--- config.mk ---
export PLATFORM = sky130hd
export DESIGN_NAME = delay_capture_ctrl
export DESIGN_NICKNAME = d
export VERILOG_FILES = /design/src/rtl/delay_capture_pkg.sv /design/src/rtl/delay_down_cnt.sv /design/src/rtl/delay_capture_ctrl.sv
export SDC_FILE = /design/constraint.sdc
export NUM_CORES = 1
export LEC_CHECK = 0
export ABC_AREA = 1
export CAP_MARGIN = 20
export CORE_ASPECT_RATIO = 1.2
export CORE_MARGIN = 5
export CORE_UTILIZATION = 45
export CTS_BUF_LIST = sky130_fd_sc_hd__clkbuf_2 sky130_fd_sc_hd__clkbuf_4 sky130_fd_sc_hd__clkbuf_8
export CTS_CLUSTER_SIZE = 16
export DETAILED_ROUTE_END_ITERATION = 8
export DONT_BUFFER_PORTS = 1
export GPL_TIMING_DRIVEN = 0
export PLACE_DENSITY = 0.71
export SYNTH_ARGS = -nofsm -noshare
export SYNTH_HDL_FRONTEND = slang
export SYNTH_SLANG_ARGS = --single-unit
--- constraint.sdc ---
create_clock -name CLK -period 3.5 [get_ports CLK]
set_input_delay 0.7 -clock CLK [delete_from_list [all_inputs] [get_ports CLK]]
set_output_delay 0.7 -clock CLK [all_outputs]
set_load 0.01 [all_outputs]
--- src/rtl/delay_capture_pkg.sv ---
// ---------------------------------------------------------------------------
// delay_capture_pkg
// Shared types and defaults for the delay capture controller.
//   state_e    : controller state (IDLE, WAIT, FIRE), 2-bit encoding
//   DATA_W_DEF : default data width of DIN/Q
//   CNT_W_DEF  : default width of DELAY and the internal down-counter
// Optional feature macro used by the top: DELAY_CAPTURE_RETRIGGER_EN
// ---------------------------------------------------------------------------
`timescale 1ns/1ps
package delay_capture_pkg;

   typedef enum logic [1:0] {
      IDLE = 2'd0,
      WAIT = 2'd1,
      FIRE = 2'd2
   } state_e;

   localparam int DATA_W_DEF = 1;
   localparam int CNT_W_DEF  = 8;

endpackage

--- src/rtl/delay_down_cnt.sv ---
// ---------------------------------------------------------------------------
// delay_down_cnt
// Loadable down-counter used to time the WAIT phase of the controller.
// Ports:
//   clk_i      : clock, rising edge
//   n_res_i    : asynchronous active-low reset (count cleared to 0)
//   load_i     : load load_val_i (has priority over dec_i)
//   load_val_i : value to load
//   dec_i      : decrement request
//   is_one_o   : current count equals 1
// ---------------------------------------------------------------------------
`timescale 1ns/1ps
module delay_down_cnt
   import delay_capture_pkg::*;
#(
   parameter int CNT_W = CNT_W_DEF
) (
   input  logic             clk_i,
   input  logic             n_res_i,
   input  logic             load_i,
   input  logic [CNT_W-1:0] load_val_i,
   input  logic             dec_i,
   output logic             is_one_o
);

   logic [CNT_W-1:0] cnt_q, cnt_d;

   // Decrement saturates at zero so the count can never wrap around.
   always_comb begin
      cnt_d = cnt_q;
      if (load_i) begin
         cnt_d = load_val_i;
      end else if (dec_i && (cnt_q != '0)) begin
         cnt_d = cnt_q - 1'b1;
      end
   end

   always_ff @(posedge clk_i or negedge n_res_i) begin
      if (!n_res_i) begin
         cnt_q <= '0;
      end else begin
         cnt_q <= cnt_d;
      end
   end

   assign is_one_o = (cnt_q == CNT_W'(1));

endmodule

--- src/rtl/delay_capture_ctrl.sv ---
// ---------------------------------------------------------------------------
// delay_capture_ctrl
// Programmable-latency capture controller: DIN is captured on an accepted
// START and driven onto Q exactly DELAY+1 rising edges later, unless the
// pending update is cancelled first.
// Ports:
//   CLK     : clock, rising edge
//   n_res   : asynchronous active-low reset
//   START   : request to capture DIN and schedule a Q update
//   DELAY   : extra cycles to wait, sampled with START
//   DIN     : data captured on an accepted START
//   CANCEL  : abort a pending update (ignored once in FIRE)
//   Q       : scheduled output register
//   BUSY    : high while an update is pending (WAIT or FIRE)
//   DONE    : one-cycle strobe in the cycle Q takes its new value
//   OVERRUN : one-cycle strobe, a START was dropped because we were busy
// Configuration macro: DELAY_CAPTURE_RETRIGGER_EN
//   When defined, START in WAIT (without CANCEL) restarts the pending
//   update with the new DIN/DELAY instead of being dropped.
// ---------------------------------------------------------------------------
`timescale 1ns/1ps
module delay_capture_ctrl
   import delay_capture_pkg::*;
#(
   parameter int DATA_W = DATA_W_DEF,
   parameter int CNT_W  = CNT_W_DEF
) (
   input  logic              CLK,
   input  logic              n_res,
   input  logic              START,
   input  logic [CNT_W-1:0]  DELAY,
   input  logic [DATA_W-1:0] DIN,
   input  logic              CANCEL,
   output logic [DATA_W-1:0] Q,
   output logic              BUSY,
   output logic              DONE,
   output logic              OVERRUN
);

   state_e            state_q, state_d;
   logic [DATA_W-1:0] hold_q, hold_d;
   logic [DATA_W-1:0] q_q, q_d;
   logic              done_q, done_d;
   logic              overrun_q, overrun_d;
   logic              cnt_load, cnt_dec, cnt_is_one;

   delay_down_cnt #(
      .CNT_W (CNT_W)
   ) u_cnt (
      .clk_i      (CLK),
      .n_res_i    (n_res),
      .load_i     (cnt_load),
      .load_val_i (DELAY),
      .dec_i      (cnt_dec),
      .is_one_o   (cnt_is_one)
   );

   // Next-state logic. A zero DELAY skips WAIT entirely so the update
   // lands one edge after acceptance; otherwise WAIT leaves for FIRE on
   // the edge where the counter reads 1.
   always_comb begin
      state_d   = state_q;
      hold_d    = hold_q;
      q_d       = q_q;
      done_d    = 1'b0;
      overrun_d = 1'b0;
      cnt_load  = 1'b0;
      cnt_dec   = 1'b0;
      case (state_q)
         IDLE: begin
            if (START && !CANCEL) begin
               hold_d   = DIN;
               cnt_load = 1'b1;
               state_d  = (DELAY == '0) ? FIRE : WAIT;
            end
         end
         WAIT: begin
            // CANCEL beats a simultaneous START, which then vanishes silently.
            if (CANCEL) begin
               state_d = IDLE;
            end else begin
`ifdef DELAY_CAPTURE_RETRIGGER_EN
               if (START) begin
                  hold_d   = DIN;
                  cnt_load = 1'b1;
                  state_d  = (DELAY == '0) ? FIRE : WAIT;
               end else begin
                  cnt_dec = 1'b1;
                  if (cnt_is_one) begin
                     state_d = FIRE;
                  end
               end
`else
               overrun_d = START;
               cnt_dec   = 1'b1;
               if (cnt_is_one) begin
                  state_d = FIRE;
               end
`endif
            end
         end
         FIRE: begin
            q_d       = hold_q;
            done_d    = 1'b1;
            overrun_d = START;
            state_d   = IDLE;
         end
         default: begin
            state_d = IDLE;
         end
      endcase
   end

   always_ff @(posedge CLK or negedge n_res) begin
      if (!n_res) begin
         state_q   <= IDLE;
         hold_q    <= '0;
         q_q       <= '0;
         done_q    <= 1'b0;
         overrun_q <= 1'b0;
      end else begin
         state_q   <= state_d;
         hold_q    <= hold_d;
         q_q       <= q_d;
         done_q    <= done_d;
         overrun_q <= overrun_d;
      end
   end

   assign Q       = q_q;
   assign BUSY    = (state_q != IDLE);
   assign DONE    = done_q;
   assign OVERRUN = overrun_q;

endmodule
==> results of run 1 <==
[cells in the final DEF (no fill, tap or decap), drive strengths merged]
master / instances
xor2: 1
o21ai: 11
inv: 16
nand3: 14
ha: 6
clkbuf: 4
buf: 2
o211a: 1
nor2: 13
nand2: 47
dfrtp: 14
nor3: 1
mux2: 1
clkinv: 1
and2: 1
nand4: 2
[Yosys cell counts]
library cell	n	share of area, %
dfrtp_1	14	38
xor2_1	1	0.94
nand2_4	1	1.2
buf_2	2	1.1
o21ai_0	7	3.8
o21ai_1	3	1.6
mux2_2	1	1.2
and2_1	1	0.67
nand4_1	2	1.3
inv_1	16	6.4
clkinv_2	1	0.54
o211a_1	1	1.1
nand2_1	45	18
nand2_2	1	0.67
ha_1	6	8.0
o21ai_4	1	1.7
nor2_4	1	1.2
nor2_1	12	4.8
nor3_1	1	0.54
nand3_1	14	7.5
[logic make-up (layout without fill, tap and decap cells)]
family,Yosys count,after routing,synth area share (%)
XOR/XNOR,1,1,0.939
flip-flops,14,14,37.5
AND/OR/NAND/NOR,78,78,36.1
buffers and inverters,19,23,8.04
AO/OA/AOI/OAI,12,12,8.18
multiplexers,1,1,1.21
adder cells (fa/ha/maj),6,6,8.04
[worst max path at each step]
stage | start | end | cells after the start
after floorplan | CANCEL | u_cnt.cnt_q[3] | 9
final | state_q[0] | BUSY | 3
after global routing | state_q[0] | BUSY | 3
after CTS | state_q[0] | BUSY | 3
after global placement | CANCEL | u_cnt.cnt_q[6] | 7
after detailed placement | state_q[0] | u_cnt.cnt_q[5] | 8
[layer usage]
layer,wire length [µm],up-vias
li1,-,419
met1,788,367
met2,977,13
met3,101,4
met4,43,0
met5,0,-
[report_power, final]
part	total, mW	internal [mW]	switching, mW
Sequential	0.307	0.234	0.0724
Combinational	0.411	0.158	0.253
Clock	0.120	0.0634	0.0571
Total	0.838	0.455	0.383
[metrics by stage]
step	util, %	cells	setup WS (ps)
6_report	49.1	155	1710
4_1_cts	49.1	155	1690
3_5_place_dp	47.3	151	1860
2_1_floorplan	-	131	2020
3_3_place_gp	47.3	151	1890
5_1_grt	49.1	155	1630
[state kept, by name, summed over array words and instances, names as in the netlist]
signal,flops
hold_q,1
state_q,2
u_cnt.cnt_q,8
DONE,1
Q,1
OVERRUN,1
[layout make-up]
type / instances / area, µm² / share of cell area, %
Multi-Input combinational cell: 98 / 508 / 51.1
Inverter: 17 / 65.1 / 6.54
Sequential cell: 14 / 350 / 35.2
Buffer: 2 / 10.0 / 1.01
Clock buffer: 4 / 36.3 / 3.65
Tap cell: 20 / 25.0 / 2.52
[worst max-delay path: cells and delay by family (launching register included)]
family / cells / cell delay [ps]
adders and majority gates: 1 / 230
DFF: 1 / 380
buffers and inverters: 2 / 200
==> impl_summary.log, run 1 <==
[metrics] Worst-Margin Slew: 357 ps
[metrics] Mapped Nets: 150
[metrics] 1st-iter DRT viols: 17
[metrics] number of port buffers: 0
[metrics] peak clock frequency supported by timing: 560 MHz
[metrics] reg2reg end: u_cnt.cnt_q[5]
[metrics] library cell appearing most often on the critical path: inv_1
[metrics] count of mapped cells out of synthesis: 131
[metrics] sink count of the clock tree: 14
[metrics] Setup TNS: 0 ps
[metrics] RR Startpoint: state_q[0]
[metrics] CTS tree: done
[metrics] status: finished clean
[metrics] clock-pin slew on the worst setup and hold paths: 90 ps
[metrics] final cycle utilization of the critical path: 51.1%
[metrics] synth unique cells: 20
[metrics] Area Overhead vs Synth: 6.57%
[metrics] static leakage: 0.533 nW
[metrics] Avg WL per Cell: 12.3 µm
[metrics] Site Rows: 18
[metrics] required time at the worst-slack endpoint: 2800 ps
[metrics] delay of the slowest cell on the worst path: 380 ps
[metrics] arrival time of the worst setup path: 1090 ps
[metrics] instance area after placement: 958 µm²
[metrics] via count of the first global-routing pass: 748
[metrics] cells along the critical path: inv_1 -> ha_1 -> inv_1
[metrics] Antenna Violating Nets Remaining: 0
[metrics] Clk Tree Root Cell: clkbuf_4
[metrics] post-route minimum period: 1790 ps
[metrics] pin count of the biggest net entering global routing: 15
[metrics] power consumption: 838 µW
[metrics] Hold WC Path Type: input port to async pin
[metrics] average cell area after synthesis: 7.13 µm²
[metrics] Worst Clk Skew: 7.19 ps
[metrics] Via Count: 803
[metrics] peak-usage layer in the global routing report: met2
[metrics] worst hold slack after final layout: 91.7 ps
[metrics] num ports: 17
[metrics] Vias/cell: 5.18
[metrics] setup-violating endpoint count in the final report: 0
[metrics] Setup Crit Path Kind: register to primary output
[metrics] largest vdd supply drop: 0.366 mV
[metrics] warning count from the yosys run: 0
[metrics] area of the die: 3090 µm²
[metrics] post-cts sizing count: 0
[metrics] hold-fix buffer count after cts: 0
[metrics] Longest Clk Path Bufs: 2
[metrics] die boundary height: 59.9 µm
[metrics] Die W: 51.6 µm
[metrics] area of the mapped netlist: 933 µm²
[metrics] Pre-Repair DR Iteration Count: 4
[metrics] P per Cell Area: 843 nW/µm²
[metrics] max-slew headroom at the worst pin: 76.0%
[metrics] RSZ-0062 raised after global routing: no
[metrics] combined global-route utilization of all metal layers: 14.1%
[metrics] number of slew-limit violations in the final report: 0
[metrics] number of synthesized register bits: 14
[metrics] number of levels the H-tree was split into: 1
[metrics] Clock Latency Late Sink: 290 ps
[metrics] register area share after synthesis: 37.5%
[metrics] DRC violation count after routing: 0
[metrics] element type at the critical path start: register
[metrics] first-pass GRT wire length: 3200 µm
[metrics] initial antenna violation count: 0
[metrics] fraction of layout cells with a size suffix above 1: 8.89%
[metrics] fill cell total of the finished layout: 211
[metrics] reported max-cap violation count: 0
[metrics] clock buffers created by TritonCTS: 3
[metrics] starting density of the core: 46.0%
[metrics] overflow left after global routing: 0
[metrics] Design Area, Final: 995 µm²
[metrics] met1 GRT Util: 14.6%
[metrics] antenna cell count: 0
[metrics] number of nets in the layout: 155
[metrics] highest-delay cell along the critical path: dfrtp_1
[metrics] Core Box Area: 2030 µm²
[metrics] hpwl dp: 1520 µm
[metrics] setup slack on the worst flop-to-flop path: 1880 ps
[metrics] number of cells traversed by the worst register-to-register path: 8
[metrics] global routing usage on met3: 3.49%
[metrics] Routed WL: 1910 µm
[metrics] number of buffers added for setup after CTS: 0
[metrics] final hold vios: 0
[metrics] global routing usage on met2: 25.6%
[metrics] maximum fanout encountered on the critical timing path: 3
[metrics] gpl congestion: 0.830
[metrics] critical path capture point type: primary output
Power figures use the tool's default switching activity.
==> inputs of run 2 (changes only) <==
- PLACE_DENSITY: 0.71 -> 0.73
- clock period: 3.5 -> 1.55 ns (I/O delays scaled with it)
==> run 2 against run 1 <==
Net effect:
- final area is 3.6% higher
- die area is the same
- critical path depth increased by 5
- utilization grew 1.8 points
- hold slack improved by 50 ps
- clock-buffer cell count unchanged
- routed wire length hardly changed
- clock power up 130%
- non-clock buffer count is 1 higher
- setup slack worse by 1600 ps
- global-route usage rose by 0.45 points
- clock skew is 1.5 ps higher
==> impl_summary.log, run 2 (synthesized netlist as in run 1, its figures left out) <==
[metrics] clock-pin slew on the worst setup and hold paths: 80 ps (was 90 ps)
[metrics] origin of the worst min-delay path: DIN
[metrics] initial antenna violation count: 0 (unchanged)
[metrics] Routed WL: 1910 µm (about the same)
[metrics] final hold vios: 0 (unchanged)
[metrics] share of power burned in the clock network: 13.7% (was 14.4%)
[metrics] hold-critical path endpoint: hold_q
[metrics] worst slack at placement: -43.6 ps (was 1860 ps)
[metrics] Comb power frac: 50.5% (was 49.1%)
[metrics] fraction of layout cells with a size suffix above 1: 14.7% (was 8.89%)
[metrics] DRC violation count after routing: 0 (unchanged)
[metrics] register with the most flip-flops: u_cnt.cnt_q (unchanged)
[metrics] Longest Clk Path Bufs: 2 (unchanged)
[metrics] critical path's top delay family: simple AND/OR/NAND/NOR gates (was flip-flops)
[metrics] Worst-Margin Slew: 630 ps (was 357 ps)
[metrics] CTS tree: done (unchanged)
[metrics] static leakage: 0.537 nW (was 0.533 nW)
[metrics] Hold WC Path Type: input port to register (was input port to async pin)
[metrics] via count of the first global-routing pass: 759 (was 748)
[metrics] Setup Crit Path Kind: register to register (was register to primary output)
[metrics] leading cell type in the layout, fill and taps excluded: nand2_1 (unchanged)
[metrics] number of slew-limit violations in the final report: 0 (unchanged)
[metrics] critical path capture point type: register (was primary output)
[metrics] required time at the worst-slack endpoint: 1770 ps (was 2800 ps)
[metrics] clock buffers created by TritonCTS: 3 (unchanged)
[metrics] footprint of the multi-input gates: 528 µm² (was 508 µm²)
[metrics] switching power share of the total: 45.8% (was 45.7%)
[metrics] sink count of the clock tree: 14 (unchanged)
[metrics] setup slack on the worst flop-to-flop path: 140 ps (was 1880 ps)
[metrics] cells along the critical path: inv_2 -> ha_4 -> inv_2 -> nor2_2 -> buf_2 -> nor3_2 -> nand2_1 -> nand3_1 (was inv_1 -> ha_1 -> inv_1)
[metrics] global routing usage on met2: 24.4% (was 25.6%)
[metrics] Vias/cell: 5.21 (was 5.18)
[metrics] RSZ-0062 raised after global routing: no (unchanged)
[metrics] Non-Filler Instances: 156 (was 155)
[metrics] maximum fanout encountered on the critical timing path: 10 (was 3)
[metrics] element type at the critical path start: register (unchanged)
[metrics] delay of the slowest cell on the worst path: 410 ps (was 380 ps)
[metrics] fill cell total of the finished layout: 191 (was 211)
[metrics] peak clock frequency supported by timing: 710 MHz
[metrics] power consumption: 1.97 mW (was 838 µW)
[metrics] flip-flop count of the largest register, all copies and words added: 8 (unchanged)
[metrics] largest vdd supply drop: 1.09 mV (was 0.366 mV)
[metrics] placed cells: 151 (unchanged)
[metrics] final cycle utilization of the critical path: 90.8%
[metrics] status: finished clean (unchanged)
[metrics] area of the die: 3090 µm² (unchanged)
[metrics] leading cell types in the layout, fill and taps excluded: 45 x nand2_1, 14 x dfrtp_1, 14 x nand3_1 (was 45 x nand2_1, 16 x inv_1, 14 x dfrtp_1, 14 x nand3_1, 12 x nor2_1)
[metrics] RR Startpoint: state_q[0] (unchanged)
[metrics] setup-violating endpoint count in the final report: 0 (unchanged)
[metrics] Antenna Violating Nets Remaining: 0 (unchanged)
[metrics] number of nets in the layout: 156 (was 155)
[metrics] final standard cell utilization of the core: 50.9% (was 49.1%)
[metrics] reg2reg end: u_cnt.cnt_q[5] (unchanged)
[metrics] max-slew headroom at the worst pin: 57.9% (was 76.0%)
[metrics] num ports: 17 (unchanged)
[metrics] 1st-iter DRT viols: 14 (was 17)
[metrics] starting density of the core: 46.0% (unchanged)
[metrics] number of port buffers: 0 (unchanged)
[metrics] NetSw: 901 µW (was 383 µW)
[metrics] library cell appearing most often on the critical path: inv_2 (was inv_1)
[metrics] overflow left after global routing: 0 (unchanged)
[metrics] largest registers: u_cnt.cnt_q (8), state_q (2) (unchanged)
[metrics] Clock Latency Late Sink: 290 ps (about the same)
[metrics] cell internal power dissipation: 1.07 mW (was 455 µW)
[metrics] die boundary height: 59.9 µm (unchanged)
[metrics] post-route minimum period: 1410 ps
[metrics] Die W: 51.6 µm (unchanged)
[metrics] Via Count: 813 (was 803)
[metrics] Avg WL per Cell: 12.2 µm (was 12.3 µm)
[metrics] reported max-cap violation count: 0 (unchanged)
[metrics] Clk Tree Root Cell: clkbuf_4 (unchanged)
[metrics] Core Box Area: 2030 µm² (unchanged)
[metrics] combined global-route utilization of all metal layers: 14.5% (was 14.1%)
[metrics] met1 GRT Util: 17.5% (was 14.6%)
[metrics] peak-usage layer in the global routing report: met2 (unchanged)
[metrics] highest-delay cell along the critical path: dfrtp_1 (unchanged)
[metrics] arrival time of the worst setup path: 1630 ps (was 1090 ps)
[metrics] Worst Clk Skew: 8.67 ps (was 7.19 ps)
[metrics] hpwl dp: 1510 µm (was 1520 µm)
[metrics] cell depth of the worst min-delay path: 2
[metrics] Site Rows: 18 (unchanged)
[metrics] slack of the critical path: 142 ps (was 1710 ps)
[metrics] number of levels the H-tree was split into: 1 (unchanged)
[metrics] global routing usage on met3: 2.00% (was 3.49%)
[metrics] first-pass GRT wire length: 3290 µm (was 3200 µm)
[metrics] gpl congestion: 0.801 (was 0.830)
[metrics] pin count of the biggest net entering global routing: 15 (unchanged)
[metrics] sequential standard cell area: 350 µm² (unchanged)
[metrics] antenna cell count: 0 (unchanged)
[metrics] Pre-Repair DR Iteration Count: 4 (unchanged)
[metrics] number of cells traversed by the worst register-to-register path: 8 (unchanged)
[metrics] share of total power in sequential cells: 35.8% (was 36.6%)
[metrics] P per Cell Area: 1910 nW/µm² (was 843 nW/µm²)
[metrics] Setup TNS: 0 ps (unchanged)
[metrics] Area Overhead vs Synth: 10.5% (was 6.57%)
[metrics] count of buffer and inverter cells on the critical path: 3 (was 2)
==> run 2: layer usage <==
metal | up-vias | part of all wire, %
met5 | - | 0
met3 | 4 | 4.5
met2 | 12 | 51
met1 | 369 | 42
li1 | 428 | -
met4 | 0 | 2.4
==> run 2: worst max path at each step <==
stage	startpoint	to	cells after the start
after floorplan	state_q[0]	u_cnt.cnt_q[3]	10
after global placement	state_q[0]	u_cnt.cnt_q[7]	8
after detailed placement	state_q[0]	u_cnt.cnt_q[5]	8
after CTS	state_q[1]	u_cnt.cnt_q[3]	10
after global routing	state_q[0]	u_cnt.cnt_q[3]	10
final	state_q[0]	u_cnt.cnt_q[5]	8
==> run 2: power by group through the flow <==
stage,clock (mW),sequential (mW),combinational [mW]
4_1_cts,0.276,0.699,0.963
3_3_place_gp,0,0.700,0.897
2_1_floorplan,0,0.665,0.782
6_report,0.270,0.705,0.994
3_5_place_dp,0,0.707,0.936
5_1_grt,0.293,0.732,1.14
==> run 2: cell type report <==
type	count	area share [%]
multi-input cells	98	51.2
inverters	17	6.31
plain buffers	2	1.58
flip-flops and latches	14	34.0
clock buffers	4	3.52
well taps	20	2.43
repair buffers	1	0.971
==> run 2: stage by stage <==
stage	area, µm²	hold WS [ps]
2_1_floorplan	933	14.4
3_3_place_gp	958	14.8
3_5_place_dp	958	14.8
4_1_cts	1010	140
5_1_grt	1030	151
6_report	1030	142
==> run 2: repair_timing <==
item,CTS,global route
setup buffers,0,0
hold buffers,1,0
hold endpoints to repair,14,0
pin swaps,0,0
gates resized for setup,3,8
endpoints found under the setup margin,5,10
==> run 2: worst reg2reg max path: cells and delay by family (launching register included) <==
| kind | cells | cell delay (ps) |
|---|---|---|
| fa+ha+maj | 1 | 170 |
| buf+inv | 3 | 320 |
| flops | 1 | 410 |
| simple gates | 4 | 450 |
==> inputs of run 3 (changes only) <==
- CORE_UTILIZATION: 45 -> 55
- PLACE_DENSITY: 0.73 -> 0.84
==> run 3 against run 2 <==
Net effect:
- largest power group unchanged
- via count rose by 3.0%
- non-clock buffer count increased by 2
- critical path type unchanged
- clock-buffer cell count stayed put
- clock power shrank 1%
- sequential power decreased by 1%
- combinational power up 5%
- fmax decreased by 1.4%
- setup slack got worse by 20 ps
- register-to-register slack lost 20 ps
- die area down 15%
==> impl_summary.log, run 3 (synthesized netlist as in run 1, its figures left out) <==
[metrics] final hold vios: 0 (unchanged)
[metrics] register with the most flip-flops: u_cnt.cnt_q (unchanged)
[metrics] NetSw: 917 µW (was 901 µW)
[metrics] number of port buffers: 0 (unchanged)
[metrics] Die W: 47.6 µm (was 51.6 µm)
[metrics] static leakage: 0.548 nW (was 0.537 nW)
[metrics] Worst Clk Skew: 1.61 ps (was 8.67 ps)
[metrics] global routing usage on met3: 3.88% (was 2.00%)
[metrics] Area Overhead vs Synth: 11.8% (was 10.5%)
[metrics] origin of the worst min-delay path: DIN (unchanged)
[metrics] number of cells traversed by the worst register-to-register path: 8 (unchanged)
[metrics] RR Startpoint: state_q[0] (unchanged)
[metrics] met1 GRT Util: 20.5% (was 17.5%)
[metrics] number of levels the H-tree was split into: 1 (unchanged)
[metrics] fraction of layout cells with a size suffix above 1: 16.7% (was 14.7%)
[metrics] max-slew headroom at the worst pin: 57.4% (was 57.9%)
[metrics] Clk Tree Root Cell: clkbuf_4 (unchanged)
[metrics] pin count of the biggest net entering global routing: 15 (unchanged)
[metrics] Routed WL: 1920 µm (was 1910 µm)
[metrics] placed cells: 149 (was 151)
[metrics] fill cell total of the finished layout: 143 (was 191)
[metrics] switching power share of the total: 45.7% (was 45.8%)
[metrics] maximum fanout encountered on the critical timing path: 8 (was 10)
[metrics] share of power burned in the clock network: 13.3% (was 13.7%)
[metrics] peak clock frequency supported by timing: 700 MHz (was 710 MHz)
[metrics] clock-pin slew on the worst setup and hold paths: 90 ps (was 80 ps)
[metrics] Site Rows: 16 (was 18)
[metrics] global routing usage on met2: 31.0% (was 24.4%)
[metrics] largest registers: u_cnt.cnt_q (8), state_q (2) (unchanged)
[metrics] instance area after placement: 956 µm² (was 958 µm²)
[metrics] cells along the critical path: buf_4 -> ha_1 -> nand2_1 -> inv_1 -> o21ai_4 -> nand2_4 -> nand2_1 -> o21ai_1 (was inv_2 -> ha_4 -> inv_2 -> nor2_2 -> buf_2 -> nor3_2 -> nand2_1 -> nand3_1)
[metrics] Worst-Margin Slew: 636 ps (was 630 ps)
[metrics] count of buffer and inverter cells on the critical path: 2 (was 3)
[metrics] CTS tree: done (unchanged)
[metrics] 1st-iter DRT viols: 20 (was 14)
[metrics] RSZ-0062 raised after global routing: no (unchanged)
[metrics] cell internal power dissipation: 1.09 mW (was 1.07 mW)
[metrics] Core Box Area: 1620 µm² (was 2030 µm²)
[metrics] Longest Clk Path Bufs: 2 (unchanged)
[metrics] Comb power frac: 52.0% (was 50.5%)
[metrics] peak-usage layer in the global routing report: met2 (unchanged)
[metrics] Avg WL per Cell: 12.3 µm (was 12.2 µm)
[metrics] largest vdd supply drop: 1.15 mV (was 1.09 mV)
[metrics] critical path capture point type: register (unchanged)
[metrics] Setup TNS: 0 ps (unchanged)
[metrics] reg2reg end: u_cnt.cnt_q[0] (was u_cnt.cnt_q[5])
[metrics] Antenna Violating Nets Remaining: 0 (unchanged)
[metrics] highest-delay cell along the critical path: dfrtp_1 (unchanged)
[metrics] sink count of the clock tree: 14 (unchanged)
[metrics] number of slew-limit violations in the final report: 0 (unchanged)
[metrics] critical path's top delay family: flip-flops (was simple AND/OR/NAND/NOR gates)
[metrics] number of nets in the layout: 158 (was 156)
[metrics] arrival time of the worst setup path: 1600 ps (was 1630 ps)
[metrics] element type at the critical path start: register (unchanged)
[metrics] library cell appearing most often on the critical path: nand2_1 (was inv_2)
[metrics] P per Cell Area: 1920 nW/µm² (was 1910 nW/µm²)
[metrics] Pre-Repair DR Iteration Count: 4 (unchanged)
[metrics] Setup Crit Path Kind: register to register (unchanged)
[metrics] initial antenna violation count: 0 (unchanged)
[metrics] delay of the slowest cell on the worst path: 400 ps (was 410 ps)
[metrics] area of the die: 2620 µm² (was 3090 µm²)
[metrics] setup-violating endpoint count in the final report: 0 (unchanged)
[metrics] Design Area, Final: 1040 µm² (was 1030 µm²)
[metrics] share of total power in sequential cells: 34.8% (was 35.8%)
[metrics] cell depth of the worst min-delay path: 2 (unchanged)
[metrics] post-route minimum period: 1430 ps (was 1410 ps)
[metrics] Clock Latency Late Sink: 280 ps (was 290 ps)
[metrics] gpl congestion: 0.886 (was 0.801)
[metrics] overflow left after global routing: 0 (unchanged)
[metrics] num ports: 17 (unchanged)
[metrics] worst slack at placement: -75.8 ps (was -43.6 ps)
[metrics] Hold WC Path Type: input port to register (unchanged)
[metrics] slack of the critical path: 122 ps (was 142 ps)
[metrics] clock buffers created by TritonCTS: 3 (unchanged)
[metrics] setup slack on the worst flop-to-flop path: 120 ps (was 140 ps)
[metrics] first-pass GRT wire length: 3290 µm (unchanged)
[metrics] combined global-route utilization of all metal layers: 17.9% (was 14.5%)
[metrics] Non-Filler Instances: 156 (unchanged)
[metrics] starting density of the core: 57.6% (was 46.0%)
[metrics] final cycle utilization of the critical path: 92.2% (was 90.8%)
[metrics] leading cell types in the layout, fill and taps excluded: 45 x nand2_1, 14 x dfrtp_1, 14 x nand3_1 (unchanged)
[metrics] die boundary height: 55.1 µm (was 59.9 µm)
[metrics] reported max-cap violation count: 0 (unchanged)
[metrics] status: finished clean (unchanged)
[metrics] Via Count: 837 (was 813)
[metrics] Vias/cell: 5.37 (was 5.21)
[metrics] hold-critical path endpoint: hold_q (unchanged)
[metrics] DRC violation count after routing: 0 (unchanged)
[metrics] leading cell type in the layout, fill and taps excluded: nand2_1 (unchanged)
[metrics] hpwl dp: 1540 µm (was 1510 µm)
[metrics] required time at the worst-slack endpoint: 1720 ps (was 1770 ps)
[metrics] antenna cell count: 0 (unchanged)
[metrics] flip-flop count of the largest register, all copies and words added: 8 (unchanged)
[metrics] via count of the first global-routing pass: 795 (was 759)
[run 3: changes by cell type in the layout (fill, tap and decap cells not counted), sizes merged]
cell / previous run / this run
buf: 2 / 4
[run 3: what timing repair did]
| item | in CTS | in global routing |
|---|---|---|
| setup buffers | 2 | 0 |
| pin swaps | 0 | 1 |
| resized for setup | 4 | 8 |
| hold endpoints to repair | 14 | 0 |
| setup endpoints to repair | 6 | 10 |
| hold buffers | 1 | 0 |
[run 3: worst max path at each step]
stage | from | cells past startpoint | slack, ps | endpoint
6_report | state_q[0] | 8 | 120 | u_cnt.cnt_q[0]
5_1_grt | state_q[0] | 9 | 20 | u_cnt.cnt_q[4]
4_1_cts | state_q[1] | 10 | 3 | u_cnt.cnt_q[4]
3_3_place_gp | state_q[0] | 8 | -40 | u_cnt.cnt_q[5]
3_5_place_dp | state_q[0] | 8 | -80 | u_cnt.cnt_q[6]
2_1_floorplan | state_q[0] | 10 | 150 | u_cnt.cnt_q[3]
[run 3: power groups by stage]
stage / Sequential, mW / Clock (mW) / Combinational (mW)
after floorplan: 0.665 / 0 / 0.782
after global placement: 0.695 / 0 / 0.888
after detailed placement: 0.700 / 0 / 0.943
after CTS: 0.691 / 0.271 / 1.01
after global routing: 0.720 / 0.296 / 1.20
final: 0.697 / 0.266 / 1.04
[run 3: area by class of cell]
class	instances	area, µm²	area share (%)
tap	18	22.5	2.16
buffer	2	12.5	1.20
clock buffer	4	36.3	3.48
multi-input combinational	98	532	51.0
inverter	17	65.1	6.24
sequential	14	350	33.6
timing repair buffer	3	25.0	2.40
[run 3: per-stage QoR]
stage                     hold WS [ps]  utilization, %  total power [mW]
after floorplan                   14.4               -              1.45
after global placement            14.7            59.0              1.58
after detailed placement          14.8            59.0              1.64
after CTS                          141            63.5              1.97
after global routing               145            64.4              2.21
final                              143            64.4              2.00
[run 3: metal layers]
metal	part of all wire (%)	vias up
li1	-	426
met1	41	388
met2	52	17
met3	4.1	6
met4	2.4	0
met5	0	-
